--- config.mk ---
export PLATFORM = sky130hd
export DESIGN_NAME = param_fifo
export DESIGN_NICKNAME = d
export VERILOG_FILES = /design/src/rtl/param_fifo.sv
export SDC_FILE = /design/constraint.sdc
export NUM_CORES = 1
export LEC_CHECK = 0
export BUFFER_PORTS_ARGS = -buffer_cell sky130_fd_sc_hd__buf_2
export CAP_MARGIN = 5
export CORE_ASPECT_RATIO = 0.6
export CORE_MARGIN = 5
export CORE_UTILIZATION = 62
export CTS_CLUSTER_SIZE = 40
export DETAILED_ROUTE_END_ITERATION = 8
export HOLD_SLACK_MARGIN = 0.03
export PLACE_DENSITY = 0.79
export SLEW_MARGIN = 0
export SYNTH_ARGS = -nofsm -noshare
export SYNTH_HDL_FRONTEND = slang
export SYNTH_SLANG_ARGS = --single-unit
export TNS_END_PERCENT = 50
--- constraint.sdc ---
create_clock -name clk -period 7.6 [get_ports clk]
set_clock_uncertainty 0.1 [all_clocks]
set_input_delay 0.76 -clock clk [delete_from_list [all_inputs] [get_ports clk]]
set_output_delay 0.76 -clock clk [all_outputs]
set_load 0.01 [all_outputs]
--- src/rtl/param_fifo.sv ---
// Parameterised first-word fall-through FIFO with almost-full/empty thresholds
// and sticky overflow/underflow flags. Define PARAM_FIFO_STATS_EN to add
// the wr_total/rd_total accepted-transfer counters.
`default_nettype none

module param_fifo #(
  parameter int DATA_WIDTH = 8,
  parameter int ADDR_WIDTH = 5,
  parameter int AF_LEVEL   = 28,
  parameter int AE_LEVEL   = 4
) (
  input  logic                  clk,
  input  logic                  reset,
  input  logic                  wr_en,
  input  logic [DATA_WIDTH-1:0] wr_data,
  input  logic                  rd_en,
  output logic [DATA_WIDTH-1:0] rd_data,
  input  logic                  clr_err,
  output logic [ADDR_WIDTH:0]   count,
  output logic                  empty,
  output logic                  full,
  output logic                  almost_empty,
  output logic                  almost_full,
  output logic                  overflow,
  output logic                  underflow
`ifdef PARAM_FIFO_STATS_EN
  ,
  output logic [31:0]           wr_total,
  output logic [31:0]           rd_total
`endif
);

  localparam int DEPTH = 1 << ADDR_WIDTH;
  localparam logic [ADDR_WIDTH:0]   DEPTH_CNT = (ADDR_WIDTH+1)'(DEPTH);
  localparam logic [ADDR_WIDTH:0]   AF_CNT    = (ADDR_WIDTH+1)'(AF_LEVEL);
  localparam logic [ADDR_WIDTH:0]   AE_CNT    = (ADDR_WIDTH+1)'(AE_LEVEL);
  localparam logic [ADDR_WIDTH:0]   CNT_ONE   = (ADDR_WIDTH+1)'(1);
  localparam logic [ADDR_WIDTH-1:0] PTR_ONE   = ADDR_WIDTH'(1);

  logic [DATA_WIDTH-1:0] mem [DEPTH];
  logic [ADDR_WIDTH-1:0] wr_ptr;
  logic [ADDR_WIDTH-1:0] rd_ptr;
  logic                  wr_accept;
  logic                  rd_accept;

  assign empty        = (count == '0);
  assign full         = (count == DEPTH_CNT);
  assign almost_full  = (count >= AF_CNT);
  assign almost_empty = (count <= AE_CNT);

  // A pop frees a slot in the same cycle, so a full FIFO still takes a write
  // alongside a read; an empty FIFO never pops, even with a concurrent write.
  assign rd_accept = rd_en && !empty;
  assign wr_accept = wr_en && (!full || rd_accept);

  assign rd_data = empty ? '0 : mem[rd_ptr];

  // Storage is deliberately left out of reset; only the pointers define validity.
  always_ff @(posedge clk) begin
    if (wr_accept && !reset) begin
      mem[wr_ptr] <= wr_data;
    end
  end

  always_ff @(posedge clk or posedge reset) begin
    if (reset) begin
      wr_ptr    <= '0;
      rd_ptr    <= '0;
      count     <= '0;
      overflow  <= 1'b0;
      underflow <= 1'b0;
    end else begin
      if (wr_accept) begin
        wr_ptr <= wr_ptr + PTR_ONE;
      end
      if (rd_accept) begin
        rd_ptr <= rd_ptr + PTR_ONE;
      end
      case ({wr_accept, rd_accept})
        2'b10:   count <= count + CNT_ONE;
        2'b01:   count <= count - CNT_ONE;
        default: count <= count;
      endcase
      // A new error on the same edge as clr_err takes priority over the clear.
      if (wr_en && !wr_accept) begin
        overflow <= 1'b1;
      end else if (clr_err) begin
        overflow <= 1'b0;
      end
      if (rd_en && empty) begin
        underflow <= 1'b1;
      end else if (clr_err) begin
        underflow <= 1'b0;
      end
    end
  end

`ifdef PARAM_FIFO_STATS_EN
  always_ff @(posedge clk or posedge reset) begin
    if (reset) begin
      wr_total <= '0;
      rd_total <= '0;
    end else begin
      if (wr_accept) begin
        wr_total <= wr_total + 32'd1;
      end
      if (rd_accept) begin
        rd_total <= rd_total + 32'd1;
      end
    end
  end
`endif

endmodule

`default_nettype wire
# == Word level (Yosys, flattened, before mapping) ==
# Memories as Yosys holds them, arrays and structs flattened.
# Index checks and enable logic that the tools add are counted.
# word_totals
ff_bits,18
mem_bits_rw,256
in_bits,13
word_cells,36
mem_count,1
# classes
addsub,4
magnitude_cmp,2
n_eq_ne,3
n_mux,7
n_reduce_logical,14
# memory_table
memory,depth,word_bits,rd,rd_clocked_by_memory_dff,write_ports,line,source
mem,32,8,1,0,1,40,logic [DATA_WIDTH-1:0] mem [DEPTH];
# op_table
operator,n
one-hot mux 6 bit (2 select lines),1
adder 5 x 1 -> 5 bit (second input constant),2
two-way mux 8 bit,1
adder 6 x 1 -> 6 bit (second input constant),1
== test 6 bit (second input constant),1
greater-or-equal comparator 6 x 5 -> 1 bit (second input constant),1
less-or-equal comparator 6 x 3 -> 1 bit (second input constant),1
zero test 6 bit,1
nonzero test 2 bit,3
subtractor 6 x 1 -> 6 bit (second input constant),1
logical AND 1 bit,5
two-way mux 1 bit,5
zero test 1 bit,4
== test 2 x 1 -> 1 bit (second input constant),1
== test 2 bit (second input constant),1
logical OR 1 bit,1

# == Longest topological paths before layout ==
# logic_depth
ltp_word,8
mapped_depth,11
depth_no_buf,11

# == Worst setup path after synthesis ==
# OpenSTA, ideal clock, no wires.
# synth_path
kind,flip-flop to flip-flop
start,reg count[0]
end,reg count[5]
setup_ns,0.135
arrival_time_ns,2.723
required_ns,7.365
setup_slack_ns,4.642
stages_incl_launch_ff,12
path_buffers,0
synth_period_minus_slack_ns,2.958
cell_sequence,dfrtp_1 or4_4 or3_4 and2_4 nand2_4 inv_2 ha_1 o21a_1 o21ai_0 a2111o_1 o211ai_1 o211ai_1
# synth_via
elab_chain_len,7
word_cells_on_any_way,13
classes_between,add/sub (2); eq/ne (3); mux (1); reduce/logical (7)
# synth_lines
item,line,source
start: declaration,19,"output logic [ADDR_WIDTH:0] count,"
start signal: assignment,80,2'b10: count <= count + CNT_ONE;
start signal: assignment,81,2'b01: count <= count - CNT_ONE;
start signal: assignment,82,default: count <= count;
zero test 6 bit,46,assign empty = (count == '0);
zero test 1 bit,53,assign rd_accept = rd_en && !empty;
logical AND 1 bit,53,
logical OR 1 bit,54,assign wr_accept = wr_en && (!full || rd_accept);
logical AND 1 bit,54,
== test 2 x 1 -> 1 bit / == test 2 bit (equally long branches),79,"case ({wr_accept, rd_accept})"
one-hot mux 6 bit (2 select lines) / nonzero test 2 bit (equally long branches),n/a,
# Parallel ways exist; a longest one is shown, timed or not.
# A chain may end at the register's enable or synchronous reset.

# == Final worst setup path ==
# layout_path
start,reg rd_ptr[0]
end,out rd_data[7]
# layout_via
elab_chain_len,2
# layout_lines
item,line,source
start: declaration,42,logic [ADDR_WIDTH-1:0] rd_ptr;
start signal: assignment,77,rd_ptr <= rd_ptr + PTR_ONE;
memory (32 x 8 bit),n/a,
two-way mux 8 bit,56,assign rd_data = empty ? '0 : mem[rd_ptr];
end: declaration,17,"output logic [DATA_WIDTH-1:0] rd_data,"
# No other way between the ends.

==> reports/metrics.cfg <==
[sta]
max_freq_ghz = 0.210
setup_viol = 0
max_slew.worst_pin.slew_ns = 1.24
hold-worst-slack_ns = 0.337
rsz0062_at_grt = false
slew_headroom_pct = 15.3
period_share_pct = 62.6
hold_viol = 0
slew_viol_final = 0
fin_setup_tns_ns = 0
period_minus_slack_ns = 4.76

[die]
die_w_um = 182
core.rowCount = 37
io_pins = 33
core_um2 = 17300
fp.dieH_um = 113
die-area_um2 = 20500
start_util_pct = 63.5

[drt]
wirelength_mm = 24.7
route.detailed.drc = 0
ant_nets = 0
viasPerCell = 6.60
vias = 5719
dr.first_iter.drc_count = 724
post_drt_wl_per_cell_um = 28.5
drtPass1Iterations = 5

[grt]
grt_pass1_wl_mm = 37.5
grt_max_degree = 39
gr-usage-met1_pct = 36.3
grt_busiest_layer = met2
grtUsageTotal_pct = 24.7
grt_pass1_vias = 5851
grt_use_met3_pct = 7.39
met2_usage_pct = 37.5
gr-total-overflow = 0
antenna_found_initial = 0

[logic_synthesis]
synth_seq_cells = 274
syn_inst = 575
synth_edf_count = 256
synth.distinct_cells = 47
synth_ff_type = edfxtp_1
async_reset_ff_share_pct = 6.57
syn_nets = 598
synth_area_um2 = 11000
syn_area_per_cell_um2 = 19.1
yosysWarnings = 0
synth_seq_area_share_pct = 74.2

[setup_path]
cp_max_fo = 34
cp_data_required_time_ns = 6.74
worstSetupStartpointType = flop
path_class = reg -> out
arrival_ns = 3.90
crit_path_end_kind = output port

[pwr]
irDropWorstVdd_mv = 0.257
powerDensity_nw_per_um2 = 363
power.leakage_nw = 4.05

[clocking]
post_cts_resized = 0
clk_pin_slew_ns = 0.07
cts_tree = yes
cts_root_buf = clkbuf_16
numClockSinks = 274
cts.htree.levels = 1
clk_latency_ns = 0.52
holdBufCountCts = 0
cts_setup_buffers = 0
cts_max_path_buffers = 3
cts_buffers = 25

[place]
dpl_cell_area_um2 = 11400
dp_hpwl_mm = 15.0
portBuffers = 32
routabilityCongestion = 0.830

[final_layout]
fin_area_um2 = 12200
drive_gt1_share_pct = 22.8
antenna_cells = 0
fin_nets = 636
area_delta_synth_final_pct = 10.8

[outcome]
status = complete, no violations

[hold_path]
hold_path.class = in -> async

[flow_run]
drv_cap = 0

-- placed cells by master, fill, tap and decap left out, types with 2 or more instances in the layout --
cell,synthesis,routed
clkbuf_16,0,26
a22o_1,15,15
xnor2_1,9,9
clkbuf_8,0,2
nor3_1,10,10
nand3b_1,4,4
a21oi_1,3,3
inv_2,2,2
nand3_1,6,6
o221ai_1,7,7
inv_1,11,11
dfrtp_1,18,17
mux2i_1,32,32
buf_4,4,8
mux2_2,2,2
clkbuf_1,18,9
o21ai_0,5,5
clkinv_2,0,5
ha_1,9,9
o211ai_1,3,3
mux2_4,3,3
a211oi_1,7,7
nor2_1,42,42
edfxtp_1,256,256
mux4_2,49,49
buf_2,5,32
nand2_1,13,13
a2111oi_0,8,8
o22ai_1,8,8
or2_2,2,2
xor2_1,3,3
-- per-stage QoR --
stage / std cells / util, % / setup slack [ns] / total power, mW
2_1_floorplan: 575 / - / 4.64 / 2.76
3_3_place_gp: 820 / 65.8 / 3.55 / 3.14
3_5_place_dp: 820 / 65.8 / 3.41 / 3.19
4_1_cts: 866 / 70.4 / 2.74 / 4.42
5_1_grt: 866 / 70.4 / 2.73 / 4.59
6_report: 866 / 70.4 / 2.84 / 4.41
-- layout make-up --
class                           instances  area, um^2
Clock buffer                           37         712
Clock inverter                          9        87.6
Fill cell                            1046        5110
Inverter                               13        48.8
Multi-Input combinational cell        259        2650
Sequential cell                       274        8140
Tap cell                              234         293
Timing Repair Buffer                   40         220
-- per-layer routing --
metal,routed length [um],vias to the layer above
li1,-,2403
met5,0,-
met4,445,0
met3,3060,40
met1,9720,2947
met2,11500,329
-- cells by family after synthesis --
group                    count (synthesis)  synth area share (%)
adder cells (fa/ha/maj)                 10                  1.21
flip-flops                             274                  74.2
buffers and inverters                   42                  1.63
XOR/XNOR                                12                 0.958
AND/OR/NAND/NOR                         87                  3.78
AO/OA/AOI/OAI                           64                  4.62
multiplexers                            86                  13.6
-- sequential cells by signal, summed over array words and instances (netlist names) --
signal     cells
wr_ptr         5
count          6
mem          256
rd_ptr         5
overflow       1
underflow      1
-- where the power goes --
group / leakage (nW) / switching [mW] / total (mW) / internal (mW)
combinational: 1.14 / 0.742 / 1.31 / 0.569
clock: 0.391 / 0.536 / 1.22 / 0.689
sequential: 2.52 / 0.137 / 1.88 / 1.74
-- worst max-delay path: stages, from the launching register on --
cell and delay [ns]:
dfrtp_4 0.71, buf_4 0.64, mux4_2 0.59, a22o_1 0.24
a2111oi_0 0.84, nor3_1 0.14, buf_2 0.19
-- synth_stat cells (8+ instances only) --
| master | number | area share [%] |
|---|---|---|
| o22ai_1 | 8 | 0.46 |
| xnor2_1 | 9 | 0.72 |
| nor3_1 | 10 | 0.46 |
| ha_1 | 9 | 1.0 |
| dfrtp_1 | 18 | 4.1 |
| nor2_1 | 42 | 1.4 |
| clkbuf_1 | 18 | 0.62 |
| a2111oi_0 | 8 | 0.64 |
| a22o_1 | 15 | 1.2 |
| mux4_2 | 49 | 10 |
| nand2_1 | 13 | 0.44 |
| inv_1 | 11 | 0.38 |
| edfxtp_1 | 256 | 70 |
| mux2i_1 | 32 | 2.9 |
-- final timing paths --
check | depth (start not counted) | to | startpoint | slack, ns
worst min-delay path | 2 | rd_ptr[4] | reset | 0.34
max in group asynchronous | 2 | rd_ptr[0] | reset | 6.50
min in group clk | 2 | underflow | clr_err | 0.36
worst max register to register | 11 | count[5] | count[0] | 4.03
worst min register to register | 2 | overflow | overflow | 0.44
worst max-delay path | 6 | rd_data[7] | rd_ptr[0] | 2.84
Note: power is estimated with default switching activity, not from simulation.
